File: src/rtl/pc_branch_seq.sv
// rtl/pc_branch_seq.sv - program counter with fixed 3-cycle conditional branch sequencer
// Optional link register for brl is built when LINK_REG_EN is defined.
module pc_branch_seq #(
  parameter int unsigned         PC_WIDTH = 32,
  parameter logic [PC_WIDTH-1:0] RESET_PC = '0,
  parameter logic [PC_WIDTH-1:0] PC_STEP  = PC_WIDTH'(4),
  parameter logic [4:0]          OPC_BR   = 5'd19,
  parameter logic [4:0]          OPC_BRL  = 5'd20
) (
  input  logic                clk,
  input  logic                clr_n,
  input  logic                fetch_inc,
  input  logic                br_start,
  input  logic [31:0]         ir,
  input  logic                con_in,
  input  logic [PC_WIDTH-1:0] bus_in,
  output logic [PC_WIDTH-1:0] pc_out,
  output logic                br_busy,
  output logic                br_done,
  output logic                br_taken,
  output logic [PC_WIDTH-1:0] link_out
);

  typedef enum logic [1:0] {
    IDLE = 2'd0,
    EVAL = 2'd1,
    LOAD = 2'd2,
    DONE = 2'd3
  } state_t;

  state_t              state;
  state_t              state_nxt;
  logic [4:0]          opcode;
  logic                br_valid;
  logic                con_ff;
  logic [PC_WIDTH-1:0] pc_q;
  logic                taken_q;
  logic                unused_ir;

  assign opcode    = ir[31:27];
  assign br_valid  = br_start && ((opcode == OPC_BR) || (opcode == OPC_BRL));
  assign unused_ir = ^ir[26:0];

  always_ff @(posedge clk or negedge clr_n) begin
    if (!clr_n) begin
      state <= IDLE;
    end else begin
      state <= state_nxt;
    end
  end

  always_comb begin
    state_nxt = state;
    br_busy   = 1'b0;
    br_done   = 1'b0;
    case (state)
      IDLE: begin
        if (br_valid) begin
          state_nxt = EVAL;
        end
      end
      EVAL: begin
        br_busy   = 1'b1;
        state_nxt = LOAD;
      end
      LOAD: begin
        br_busy   = 1'b1;
        state_nxt = DONE;
      end
      DONE: begin
        br_busy   = 1'b1;
        br_done   = 1'b1;
        state_nxt = IDLE;
      end
      default: state_nxt = IDLE;
    endcase
  end

  // A valid branch in IDLE takes priority over a simultaneous fetch increment.
  always_ff @(posedge clk or negedge clr_n) begin
    if (!clr_n) begin
      pc_q    <= RESET_PC;
      taken_q <= 1'b0;
      con_ff  <= 1'b0;
    end else begin
      case (state)
        IDLE: begin
          if (br_valid) begin
            taken_q <= 1'b0;
          end else if (fetch_inc) begin
            pc_q <= pc_q + PC_STEP;
          end
        end
        EVAL: con_ff <= con_in;
        LOAD: begin
          if (con_ff) begin
            pc_q    <= bus_in;
            taken_q <= 1'b1;
          end else begin
            taken_q <= 1'b0;
          end
        end
        default: ;
      endcase
    end
  end

  assign pc_out   = pc_q;
  assign br_taken = taken_q;

`ifdef LINK_REG_EN
  logic                is_brl;
  logic [PC_WIDTH-1:0] link_q;

  // The pre-branch PC is saved in EVAL regardless of the branch outcome.
  always_ff @(posedge clk or negedge clr_n) begin
    if (!clr_n) begin
      is_brl <= 1'b0;
      link_q <= '0;
    end else begin
      if ((state == IDLE) && br_valid) begin
        is_brl <= (opcode == OPC_BRL);
      end
      if ((state == EVAL) && is_brl) begin
        link_q <= pc_q;
      end
    end
  end

  assign link_out = link_q;
`else
  assign link_out = '0;
`endif

endmodule

File: config.mk
export PLATFORM = sky130hd
export DESIGN_NAME = pc_branch_seq
export DESIGN_NICKNAME = d
export VERILOG_FILES = /design/src/rtl/pc_branch_seq.sv
export SDC_FILE = /design/constraint.sdc
export NUM_CORES = 1
export LEC_CHECK = 0
export ABC_AREA = 1
export BUFFER_PORTS_ARGS = -buffer_cell sky130_fd_sc_hd__buf_2
export CAP_MARGIN = 20
export CORE_MARGIN = 2
export CORE_UTILIZATION = 49
export CTS_BUF_LIST = sky130_fd_sc_hd__clkbuf_2 sky130_fd_sc_hd__clkbuf_4 sky130_fd_sc_hd__clkbuf_8
export DETAILED_ROUTE_END_ITERATION = 8
export MAX_ROUTING_LAYER = met4
export PLACE_DENSITY = 0.89
export RECOVER_POWER = 25
export SLEW_MARGIN = 20
export SYNTH_ARGS = -nofsm -noshare
export SYNTH_HDL_FRONTEND = slang
export SYNTH_SLANG_ARGS = --single-unit
File: constraint.sdc
create_clock -name clk -period 1.85 [get_ports clk]
set_clock_uncertainty 0.15 [all_clocks]
set_input_delay 0.0925 -clock clk [delete_from_list [all_inputs] [get_ports clk]]
set_output_delay 0.0925 -clock clk [all_outputs]
set_load 0.02 [all_outputs]
* After elaboration in Yosys (flattened, before gate mapping)
Cells that the tools add are included.
** Word-level totals
- Output and inout bits :: 67
- Logic and storage cells :: 32
- Input bits :: 69
- Flip-flop bits (word level) :: 36
** Operators by class
- Reduce and logical (&&, ||, !) cells :: 7
- Add/subtract/negate cells :: 1
- Multiplexer cells :: 11
- Eq/ne operators :: 9
** Operator list (count)
- 32-bit two-way mux :: 3
- 32-bit one-hot mux with 2 select lines :: 1
- 32-bit by 3-bit adder with 32-bit output, second input constant :: 1
- 5-bit == test, second input constant :: 2
- 2-bit inequality test, second input constant :: 4
- 2-bit one-hot mux with 4 select lines :: 1
- 2-bit == test, second input constant :: 2
- 1-bit two-way mux :: 4
- 4-bit AND reduction :: 1
- 3-bit OR reduction :: 1
- 2-bit by 1-bit == test with 1-bit output, second input constant :: 1
- 2-bit zero test :: 1
- 2-bit two-way mux :: 1
- 1-bit one-hot mux with 2 select lines :: 1
- 2-bit AND reduction :: 1
- 2-bit nonzero test :: 1
- 1-bit logical AND :: 1
- 1-bit logical OR :: 1

* Logic depth before layout (Yosys ltp)
Gate-level depths: netlist (run 1).
- Depth in word-level cells :: 5
- Depth in mapped cells :: 10
- Depth with buffers taken out :: 10

* Worst setup path after synthesis (run 1)
Ideal clock, no wire load.
- Kind :: register to register
- Start point :: register pc_q[3], in the netlist pc_out[3]
- End point :: register pc_q[22], in the netlist pc_out[22]
- Buffers on the path :: 0
- Cell stages (with the launch flop) :: 11
- Required time :: 1.583 ns
- Data arrival time :: 1.464 ns
- Setup time :: 0.117 ns
- Setup slack :: 0.120 ns
- Path through :: dfrtp_1 -> ha_1 -> nand2_1 -> nor2_1 -> nand2_2 -> nor2_4 -> nand2_1 -> nand2_1 -> nand3_1 -> nand2_1 -> nand2_1
** Between the ends
- Longest elaborated chain between the ends :: 4
** Ends and longest elaborated chain
- from (decl) :: line 36 : logic [PC_WIDTH-1:0] pc_q;
- from (signal assigned) :: line 91 : pc_q <= pc_q + PC_STEP;
- from (signal assigned) :: line 97 : pc_q <= bus_in;
- 32-bit by 3-bit adder with 32-bit output :: line 91
- 32-bit two-way mux :: line 90 : end else if (fetch_inc) begin
- 32-bit two-way mux :: line 88 : if (br_valid) begin
- 32-bit one-hot mux with 2 select lines :: line 86 : case (state)
No other way between the ends. The select of a mux whose other input is x is not followed.
A chain may end at the register's enable or synchronous reset.

* Final worst setup path (run 1)
- Start point :: register state[0]
- End point :: register pc_q[29], in the netlist pc_out[29]
** Between the ends
- Longest elaborated chain between the ends :: 3
** Ends and longest elaborated chain
- from (decl) :: line 31 : state_t state;
- from (signal assigned) :: line 48 : state <= state_nxt;
- 2-bit == test or 2-bit zero test (tied branches) :: line 86
- 2-bit inequality test (no line) or 2-bit nonzero test (tied branches)
- 4-bit AND reduction (no line)
Several ways; a longest one is shown, not always the timed one.

==> results of run 1 <==
## cell type report
type | count | share of cell area
clock inverters | 3 | 0.0108
inverters | 32 | 0.0319
clock buffers | 5 | 0.0175
flip-flops and latches | 36 | 0.230
multi-input cells | 399 | 0.460
repair buffers | 124 | 0.226
well taps | 75 | 0.0239
## cell usage after synthesis, types with 3 or more instances
library cell,instances
nand3_1,37
and2_1,3
nor2_4,4
inv_1,28
inv_2,4
buf_4,32
nand2_1,187
nor2_1,81
buf_2,7
a21oi_1,3
nand3b_1,3
dfrtp_1,36
nand2_2,5
clkbuf_1,5
xor2_1,4
o21ai_1,10
ha_1,7
o21ai_0,13
## tightest hold or removal path, delay by kind of cell
family                 cells  cell delay, ns
AND/OR/NAND/NOR            4            0.25
buffers and inverters      1            0.08
## worst max-delay path by stage
stage / start / end / slack, ns / cells past startpoint
final: state[0]$_DFFE_PN0P_ / pc_out[29]$_DFFE_PN0P_ / 0.06 / 9
after floorplan: pc_out[3]$_DFFE_PN0P_ / pc_out[22]$_DFFE_PN0P_ / 0.12 / 10
after detailed placement: state[0]$_DFFE_PN0P_ / pc_out[20]$_DFFE_PN0P_ / 0.02 / 9
after global placement: state[0]$_DFFE_PN0P_ / pc_out[22]$_DFFE_PN0P_ / 0.06 / 9
after CTS: state[0]$_DFFE_PN0P_ / pc_out[26]$_DFFE_PN0P_ / 0.006 / 8
after global routing: state[0]$_DFFE_PN0P_ / pc_out[16]$_DFFE_PN0P_ / -0.01 / 9
## registers in the layout, summed over array words and instances (netlist names)
signal,cells
pc_out,32
br_taken,1
con_ff,1
state,2
## per-layer routing
layer / GRT usage / up-vias / part of all wire
met5: - / - / 0
met4: 0.105 / 0 / 0.031
met1: 0.284 / 1486 / 0.41
met2: 0.443 / 142 / 0.49
met3: 0.0549 / 29 / 0.063
li1: - / 1660 / -
## power groups by stage
stage	combinational [uW]	clock [uW]	sequential, uW
after floorplan	2030	0	1920
after global placement	3250	0	1630
after detailed placement	3340	0	1650
after CTS	3420	723	1640
after global routing	4320	770	1730
final	3870	723	1680
## through the flow
stage	cells	total power, uW	worst slack (ns)	TNS, ns
after floorplan	511	3950	0.120	0
after global placement	629	4880	0.0617	0
after detailed placement	629	5000	0.0242	0
after CTS	669	5790	0.00557	0
after global routing	674	6820	-0.0127	-0.0494
final	674	6270	0.0643	0
## cell families after synthesis
group,Yosys count
buffers and inverters,76
AND/OR/NAND/NOR,327
other,1
AO/OA/AOI/OAI,27
XOR/XNOR,6
flip-flops,36
adder cells (fa/ha/maj),7
## timing repair
action / 4_1_cts / 5_1_grt
hold endpoints to repair: 67 / 0
setup buffers: 0 / 2
pin swaps: 0 / 0
hold buffers: 32 / 0
setup endpoints to repair: 3 / 31
cloned: 0 / 3
resized for setup: 1 / 17
==> out/metrics.yaml, run 1 <==
status:
  status: "finished clean"
yosys:
  synth_compound_area_frac: 0.0466
  synth_top_area_share: 0.305
  synth_xor_area_frac: 0.0178
  synthArstFlopShare: 1.00
  yosys_warnings: 0
  yosysTopAreaCell: "dfrtp_1"
  synth_mux_area_frac: 0
  synth_top_family_by_area: "simple AND/OR/NAND/NOR gates"
  synth_flop_cell: "dfrtp_1"
  netlist_area_um2: 2960
  synth-edff-count: 0
  syn_inst: 480
  ys_seq_area_frac: 0.305
  ys_top_cells_by_area: "dfrtp_1 30%, nand2_1 24%, nor2_1 10%"
  synth_cell_type_count: 27
  syn_area_per_cell_um2: 6.16
  yosys.area_share.simple: 0.460
  synth_fa_ha_area_frac: 0.0296
  synth-seq-cells: 36
sta:
  final_hold_viol_count: 0
  finalCriticalPeriod_ns: 1.79
  timing.final.crit_share: 0.965
  tightest_slew_ns: 0.872
  maxSlewViolCount: 0
  maxSlewHeadroom: 0.419
  finalSetupViolCount: 0
  hold_slack_ns: 0.00335
  fmax_mhz: 560
  rsz0062_at_grt: "yes"
min_path:
  min_from: "bus_in[29]"
  whs_path_depth: 5
  hold_end: "pc_out[29]$_DFFE_PN0P_"
  worstHoldPathType: "primary input to flip-flop"
grt:
  antenna_found_initial: 0
  track_usage: 0.255
  grt_max_degree: 37
  grt_pass1_wl_um: 12800
  overflow: 0
  first_global_vias: 2970
route:
  firstDrtPassIters: 5
  drc: 0
  ant_nets: 0
  drtIter0Drc: 183
  detail_route.wl_per_cell_um: 12.7
  num_vias: 3317
  detail_route.wirelength_um: 8590
  avgViaCountPerCell: 4.92
floorplanning:
  fp.dieH_um: 81.7
  coreArea_um2: 5890
  io_pins: 136
  dieArea_um2: 6670
  fp.dieW_um: 81.7
  std_cell_rows: 28
  initial_core_util: 0.502
finish:
  layout_common_cells: "187 x nand2_1, 77 x nor2_1, 59 x buf_2, 37 x nand3_1, 35 x dfrtp_1"
  antenna_cells: 0
  finish.utilization: 0.666
  final_cell_area_um2: 3920
  multi_input_area_um2: 1810
  fillerInstances: 516
  nets: 674
  final_common_cell: "nand2_1"
  syn_to_final_growth_pct: 32.7
  layout-drive-gt1-share: 0.182
  register_area_um2: 902
power:
  p_clk_frac: 0.115
  seq_power_share: 0.267
  combPwrFrac: 0.617
  switchingPower_uw: 3180
  netSwitchingFraction: 0.507
  pwr_density_cell_nw_per_um2: 1600
  internal-power_uw: 3090
  leakage_uw: 0.00196
  ir_drop_uv: 893
setup_path:
  start_kind: "flip-flop"
  r2r_end: "pc_out[29]$_DFFE_PN0P_"
  cpPeakStageDelay_ns: 0.43
  required_ns: 1.90
  critical_path.slowest_cell: "dfrtp_1"
  cpMostUsedCell: "nand2_1"
  r2r_slack_ns: 0.06
  crit_chain: "inv_4 > ha_4 > inv_1 > or2_4 > nand3_4 > clkbuf_16 > nor2_1 > nand2_1 > nand2_1"
  critPathArrivalTime_ns: 1.83
  cp_max_fo: 6
  crit_family: "simple AND/OR/NAND/NOR gates"
  worst-path-buf-inv: 3
  cp-end-kind: "flip-flop"
  r2r-start: "state[0]$_DFFE_PN0P_"
  crit_type: "flip-flop to flip-flop"
  ff2ff_path_depth: 9
placed_design:
  placed_cell_area_um2: 3360
  routabilityCongestion: 0.856
  port_buffers: 76
  hpwl_um: 5660
clock_tree:
  cts.sinks: 36
  cts_tree: "yes"
  clk_latency_ns: 0.30
  clockRootBuffer: "clkbuf_8"
  cts_buffers: 5
  htree_levels: 2
  clkSlewWorstSetupHoldPaths_ns: 0.08
  clockBufferDepth: 2
flow_run:
  cap_viol_max_count: 0
No activity file was read; power rests on OpenSTA's default activity.
==> inputs of run 2 (changes only) <==
GPL_TIMING_DRIVEN = 0   (was not set)
==> out/metrics.yaml, run 2 (synthesized netlist as in run 1, its figures left out) <==
status:
  status: "finished clean"  # unchanged
flow_run:
  cap_viol_max_count: 0  # unchanged
clock_tree:
  clockRootBuffer: "clkbuf_8"  # unchanged
  clockBufferDepth: 2  # unchanged
  cts_buffers: 5  # unchanged
  clk_latency_ns: 0.29  # was 0.30 ns
  cts_tree: "yes"  # unchanged
  cts.sinks: 36  # unchanged
  htree_levels: 2  # unchanged
  clkSlewWorstSetupHoldPaths_ns: 0.08  # about the same
min_path:
  min_from: "bus_in[26]"  # was bus_in[29]
  whs_path_depth: 5  # unchanged
  hold_end: "pc_out[26]$_DFFE_PN0P_"  # was pc_out[29]$_DFFE_PN0P_
  worstHoldPathType: "primary input to flip-flop"  # unchanged
power:
  total_power_uw: 6550  # was 6270 uW
  leakage_uw: 0.00219  # was 0.00196 uW
  pwr_density_cell_nw_per_um2: 1560  # was 1600 nW/um2
  ir_drop_uv: 1280  # was 893 uV
sta:
  finalSetupViolCount: 0  # unchanged
  finalCriticalPeriod_ns: 1.84  # was 1.79 ns
  fmax_mhz: 543  # was 560 MHz
  setup-tns-final_ns: 0  # unchanged
  final_hold_viol_count: 0  # unchanged
  maxSlewViolCount: 0  # unchanged
  tightest_slew_ns: 0.846  # was 0.872 ns
  maxSlewHeadroom: 0.436  # was 0.419
  timing.final.crit_share: 0.996  # was 0.965
finish:
  largest_reg_flops: 32  # unchanged
  layout_common_cells: "186 x nand2_1, 77 x buf_2, 70 x nor2_1, 41 x buf_4, 37 x nand3_1"  # was 187 x nand2_1, 77 x nor2_1, 59 x buf_2, 37 x nand3_1, 35 x dfrtp_1
  nets: 709  # was 674
  antenna_cells: 0  # unchanged
  layout-drive-gt1-share: 0.274  # was 0.182
  syn_to_final_growth_pct: 41.9  # was 32.7%
  final_common_cell: "nand2_1"  # unchanged
  final_cell_area_um2: 4190  # was 3920 um2
setup_path:
  start_kind: "flip-flop"  # unchanged
  cpPeakStageDelay_ns: 0.42  # was 0.43 ns
  critical_path.slowest_cell: "dfrtp_1"  # unchanged
  crit_type: "flip-flop to flip-flop"  # unchanged
  r2r-start: "state[0]$_DFFE_PN0P_"  # unchanged
  ff2ff_path_depth: 9  # unchanged
  r2r_slack_ns: 0.008  # was 0.06 ns
  r2r_end: "pc_out[29]$_DFFE_PN0P_"  # unchanged
  crit_chain: "inv_2 > ha_4 > inv_2 > or2_4 > nand3_4 > clkbuf_16 > nor2_1 > nand2_1 > nand2_1"  # was inv_4 > ha_4 > inv_1 > or2_4 > nand3_4 > clkbuf_16 > nor2_1 > nand2_1 > nand2_1
  critPathArrivalTime_ns: 1.88  # was 1.83 ns
  crit_family: "simple AND/OR/NAND/NOR gates"  # unchanged
  cp-end-kind: "flip-flop"  # unchanged
  cp_max_fo: 8  # was 6
  required_ns: 1.88  # was 1.90 ns
  worst-path-buf-inv: 3  # unchanged
floorplanning:
  dieArea_um2: 6670  # unchanged
  initial_core_util: 0.502  # unchanged
  std_cell_rows: 28  # unchanged
  coreArea_um2: 5890  # unchanged
  fp.dieW_um: 81.7  # unchanged
  fp.dieH_um: 81.7  # unchanged
  io_pins: 136  # unchanged
placed_design:
  port_buffers: 76  # unchanged
  hpwl_um: 6290  # was 5660 um
  routabilityCongestion: 0.923  # was 0.856
  placed_cell_area_um2: 3550  # was 3360 um2
route:
  drc: 0  # unchanged
  num_vias: 3491  # was 3,317
  avgViaCountPerCell: 4.92  # about the same
  detail_route.wl_per_cell_um: 13.1  # was 12.7 um
  ant_nets: 0  # unchanged
  detail_route.wirelength_um: 9290  # was 8590 um
  drtIter0Drc: 241  # was 183
  firstDrtPassIters: 5  # unchanged
grt:
  grt_pass1_wl_um: 14100  # was 12,800 um
  first_global_vias: 3155  # was 2,970
  overflow: 0  # unchanged
  antenna_found_initial: 0  # unchanged
  grt_max_degree: 37  # unchanged
  track_usage: 0.280  # was 0.255
-- run 2: cell types whose count changed in the layout (fill, tap and decap cells not counted), sizes merged --
cell / change
buf: +51
clkbuf: -13
dlygate4sd3: -3
-- run 2: worst max path at each step --
stage	start	end	slack, ns	cells past startpoint
3_5_place_dp	state[0]$_DFFE_PN0P_	pc_out[6]$_DFFE_PN0P_	-0.17	7
3_3_place_gp	state[0]$_DFFE_PN0P_	pc_out[29]$_DFFE_PN0P_	-0.12	9
5_1_grt	state[1]$_DFFE_PN0P_	pc_out[21]$_DFFE_PN0P_	-0.03	9
6_report	state[0]$_DFFE_PN0P_	pc_out[29]$_DFFE_PN0P_	0.008	9
2_1_floorplan	pc_out[3]$_DFFE_PN0P_	pc_out[22]$_DFFE_PN0P_	0.12	10
4_1_cts	state[1]$_DFFE_PN0P_	pc_out[23]$_DFFE_PN0P_	-0.005	9
-- run 2: area by class of cell --
cell class	count	area, um2
multi-input combinational	399	1840
fill	490	1690
sequential	36	903
timing repair buffer	115	781
buffer	44	344
inverter	32	125
tap	75	93.8
clock buffer	5	68.8
clock inverter	3	42.5
-- run 2: where the power goes --
part           leakage, uW  internal [uW]  total, uW  switching [uW]
registers         0.000453           1160       1710             549
clock network    0.0000541            399        709             310
logic              0.00168           1620       4130            2510
-- run 2: routing by layer --
metal / up-vias / global-route usage / wire length, um / share of wire
met3: 19 / 0.0330 / 595 / 0.064
met5: - / - / 0 / 0
li1: 1728 / - / - / -
met2: 149 / 0.504 / 4680 / 0.50
met4: 0 / 0.0617 / 157 / 0.017
met1: 1595 / 0.336 / 3850 / 0.41
-- run 2: tightest hold or removal path, stage by stage --
cell     delay, ns
buf_2         0.07
nor2_1        0.03
nor2_1        0.09
nand2_1       0.06
nand2_1       0.06
-- run 2: timing repair --
item	in CTS	in global routing
gates cloned	0	2
resized for setup	12	35
hold buffers	29	0
setup buffers	0	8
pin swaps	0	4
endpoints found under the hold margin	64	0
setup endpoints to repair	30	33
-- run 2: stage by stage --
step	cells	utilization	hold slack, ns	setup WS, ns
after floorplan	511	-	-0.353	0.120
after global placement	662	0.602	0.0717	-0.118
after detailed placement	662	0.602	0.0885	-0.173
after CTS	699	0.675	0.000869	-0.00478
after global routing	709	0.713	0.0296	-0.0312
final	709	0.713	0.00431	0.00776
==> inputs of run 3 (changes only) <==
--- a/config.mk
+++ b/config.mk
@@ -12,3 +12,3 @@
 export CORE_UTILIZATION = 49
-export CTS_BUF_LIST = sky130_fd_sc_hd__clkbuf_2 sky130_fd_sc_hd__clkbuf_4 sky130_fd_sc_hd__clkbuf_8
+export CTS_BUF_LIST = sky130_fd_sc_hd__clkbuf_8
 export DETAILED_ROUTE_END_ITERATION = 8
--- a/constraint.sdc
+++ b/constraint.sdc
@@ -4,2 +4,2 @@
 set_output_delay 0.0925 -clock clk [all_outputs]
-set_load 0.02 [all_outputs]
+set_load 0.05 [all_outputs]
==> out/metrics.yaml, run 3 (synthesized netlist as in run 1, its figures left out) <==
floorplanning:
  io_pins: 136  # unchanged
  coreArea_um2: 5890  # unchanged
  fp.dieW_um: 81.7  # unchanged
  dieArea_um2: 6670  # unchanged
  fp.dieH_um: 81.7  # unchanged
  initial_core_util: 0.502  # unchanged
  std_cell_rows: 28  # unchanged
sta:
  finalCriticalPeriod_ns: 1.79  # was 1.84 ns
  finalWorstSetupSlack_ns: 0.0630  # was 0.00776 ns
  fmax_mhz: 560  # was 543 MHz
  hold_slack_ns: -0.00330  # was 0.00431 ns
  maxSlewHeadroom: 0.377  # was 0.436
  timing.final.crit_share: 0.966  # was 0.996
  setup-tns-final_ns: 0  # unchanged
  rsz0062_at_grt: "no"
  finalSetupViolCount: 0  # unchanged
  final_hold_viol_count: 2  # was 0
  tightest_slew_ns: 0.934  # was 0.846 ns
  maxSlewViolCount: 0  # unchanged
placed_design:
  port_buffers: 76  # unchanged
  routabilityCongestion: 0.890  # was 0.923
  hpwl_um: 6150  # was 6290 um
  place_ws_ns: -0.127  # was -0.173 ns
  placed_cells: 662  # unchanged
setup_path:
  start_kind: "flip-flop"  # unchanged
  cp-end-kind: "flip-flop"  # unchanged
  critPathArrivalTime_ns: 1.82  # was 1.88 ns
  cp_max_fo: 8  # unchanged
  crit_type: "flip-flop to flip-flop"  # unchanged
  required_ns: 1.88  # about the same
grt:
  overflow: 0  # unchanged
  grt_pass1_wl_um: 13100  # was 14,100 um
  track_usage: 0.262  # was 0.280
  grt_max_degree: 37  # unchanged
  first_global_vias: 3017  # was 3,155
  antenna_found_initial: 0  # unchanged
clock_tree:
  htree_levels: 2  # unchanged
  clockRootBuffer: "clkbuf_8"  # unchanged
  cts.sinks: 36  # unchanged
  clkSlewWorstSetupHoldPaths_ns: 0.07  # was 0.08 ns
  clockBufferDepth: 2  # unchanged
  cts_buffers: 5  # unchanged
  cts_tree: "yes"  # unchanged
  clk_latency_ns: 0.29  # about the same
finish:
  antenna_cells: 0  # unchanged
  syn_to_final_growth_pct: 37.1  # was 41.9%
  layout-drive-gt1-share: 0.252  # was 0.274
  final_common_cell: "nand2_1"  # unchanged
  largest_reg_flops: 32  # unchanged
  layout_common_cells: "186 x nand2_1, 77 x nor2_1, 69 x buf_2, 40 x buf_4, 37 x nand3_1"  # was 186 x nand2_1, 77 x buf_2, 70 x nor2_1, 41 x buf_4, 37 x nand3_1
  nets: 704  # was 709
  finish.utilization: 0.688  # was 0.713
  stdcell_count: 702  # was 709
  fillerInstances: 525  # was 490
route:
  drtIter0Drc: 224  # was 241
  drc: 0  # unchanged
  detail_route.wl_per_cell_um: 12.5  # was 13.1 um
  ant_nets: 0  # unchanged
  firstDrtPassIters: 5  # unchanged
  num_vias: 3407  # was 3,491
  detail_route.wirelength_um: 8770  # was 9290 um
  avgViaCountPerCell: 4.85  # was 4.92
status:
  violations: "negative hold slack"
  status: "finished, violations left"  # was finished clean
power:
  pwr_density_cell_nw_per_um2: 1740  # was 1560 nW/um2
  ir_drop_uv: 1350  # was 1280 uV
  leakage_uw: 0.00212  # was 0.00219 uW
flow_run:
  cap_viol_max_count: 0  # unchanged
min_path:
  worstHoldPathType: "primary input to flip-flop"  # unchanged
## run 3: worst paths after layout
kind                                        from                     end  slack, ns  cells after the start
min reg2reg                pc_out[1]$_DFFE_PN0P_   pc_out[1]$_DFFE_PN0P_       0.35                      2
min in group asynchronous                  clr_n  pc_out[23]$_DFFE_PN0P_       0.32                      2
max reg2reg                 state[1]$_DFFE_PN0P_  pc_out[15]$_DFFE_PN0P_       0.06                      9
max in group asynchronous                  clr_n    state[1]$_DFFE_PN0P_       0.59                      2
min                                   bus_in[19]  pc_out[19]$_DFFE_PN0P_     -0.003                      5
max                         state[1]$_DFFE_PN0P_  pc_out[15]$_DFFE_PN0P_       0.06                      9
## run 3: area by class of cell
type	instances	area [um2]	area share
Buffer	44	340	0.0840
Clock buffer	5	68.8	0.0170
Clock inverter	1	3.75	0.000926
Inverter	32	120	0.0296
Multi-Input combinational cell	399	1820	0.449
Sequential cell	36	905	0.223
Tap cell	75	93.8	0.0232
Timing Repair Buffer	110	702	0.173
## run 3: stage by stage
step / cell area [um2] / total power [uW]
finish: 4050 / 7040
floorplan: 3070 / 4780
detailed placement: 3550 / 5830
CTS: 3870 / 6450
global placement: 3550 / 5710
global route: 4050 / 7560
## run 3: power breakdown
part	leakage, uW	switching (uW)	internal (uW)
Combinational	0.00163	3260	1530
Clock	0.0000413	280	246
Sequential	0.000452	550	1160
Total	0.00212	4100	2940
## run 3: worst max-delay path, cell delays in order (launching register included)
cell	delay, ns
dfrtp_2	0.45
inv_2	0.11
ha_4	0.16
inv_2	0.05
or2_4	0.24
nand3_4	0.19
clkbuf_16	0.19
nor2_2	0.03
nand2_1	0.05
nand2_1	0.05
## run 3: repair_timing
item | 4_1_cts | 5_1_grt
cloned | 0 | 3
pin swaps | 0 | 5
buffers inserted | 0 | 8
gates resized for setup | 8 | 33
setup endpoints to repair | 30 | 32
hold endpoints to repair | 58 | 0
hold buffers | 23 | 0
## run 3: metal layers
| metal | wire (um) | track usage | share of wire | vias to the layer above |
|---|---|---|---|---|
| met3 | 628 | 0.0330 | 0.072 | 14 |
| met2 | 4290 | 0.449 | 0.49 | 140 |
| li1 | - | - | - | 1718 |
| met4 | 138 | 0.0783 | 0.016 | 0 |
| met1 | 3710 | 0.324 | 0.42 | 1535 |
| met5 | 0 | - | 0 | - |
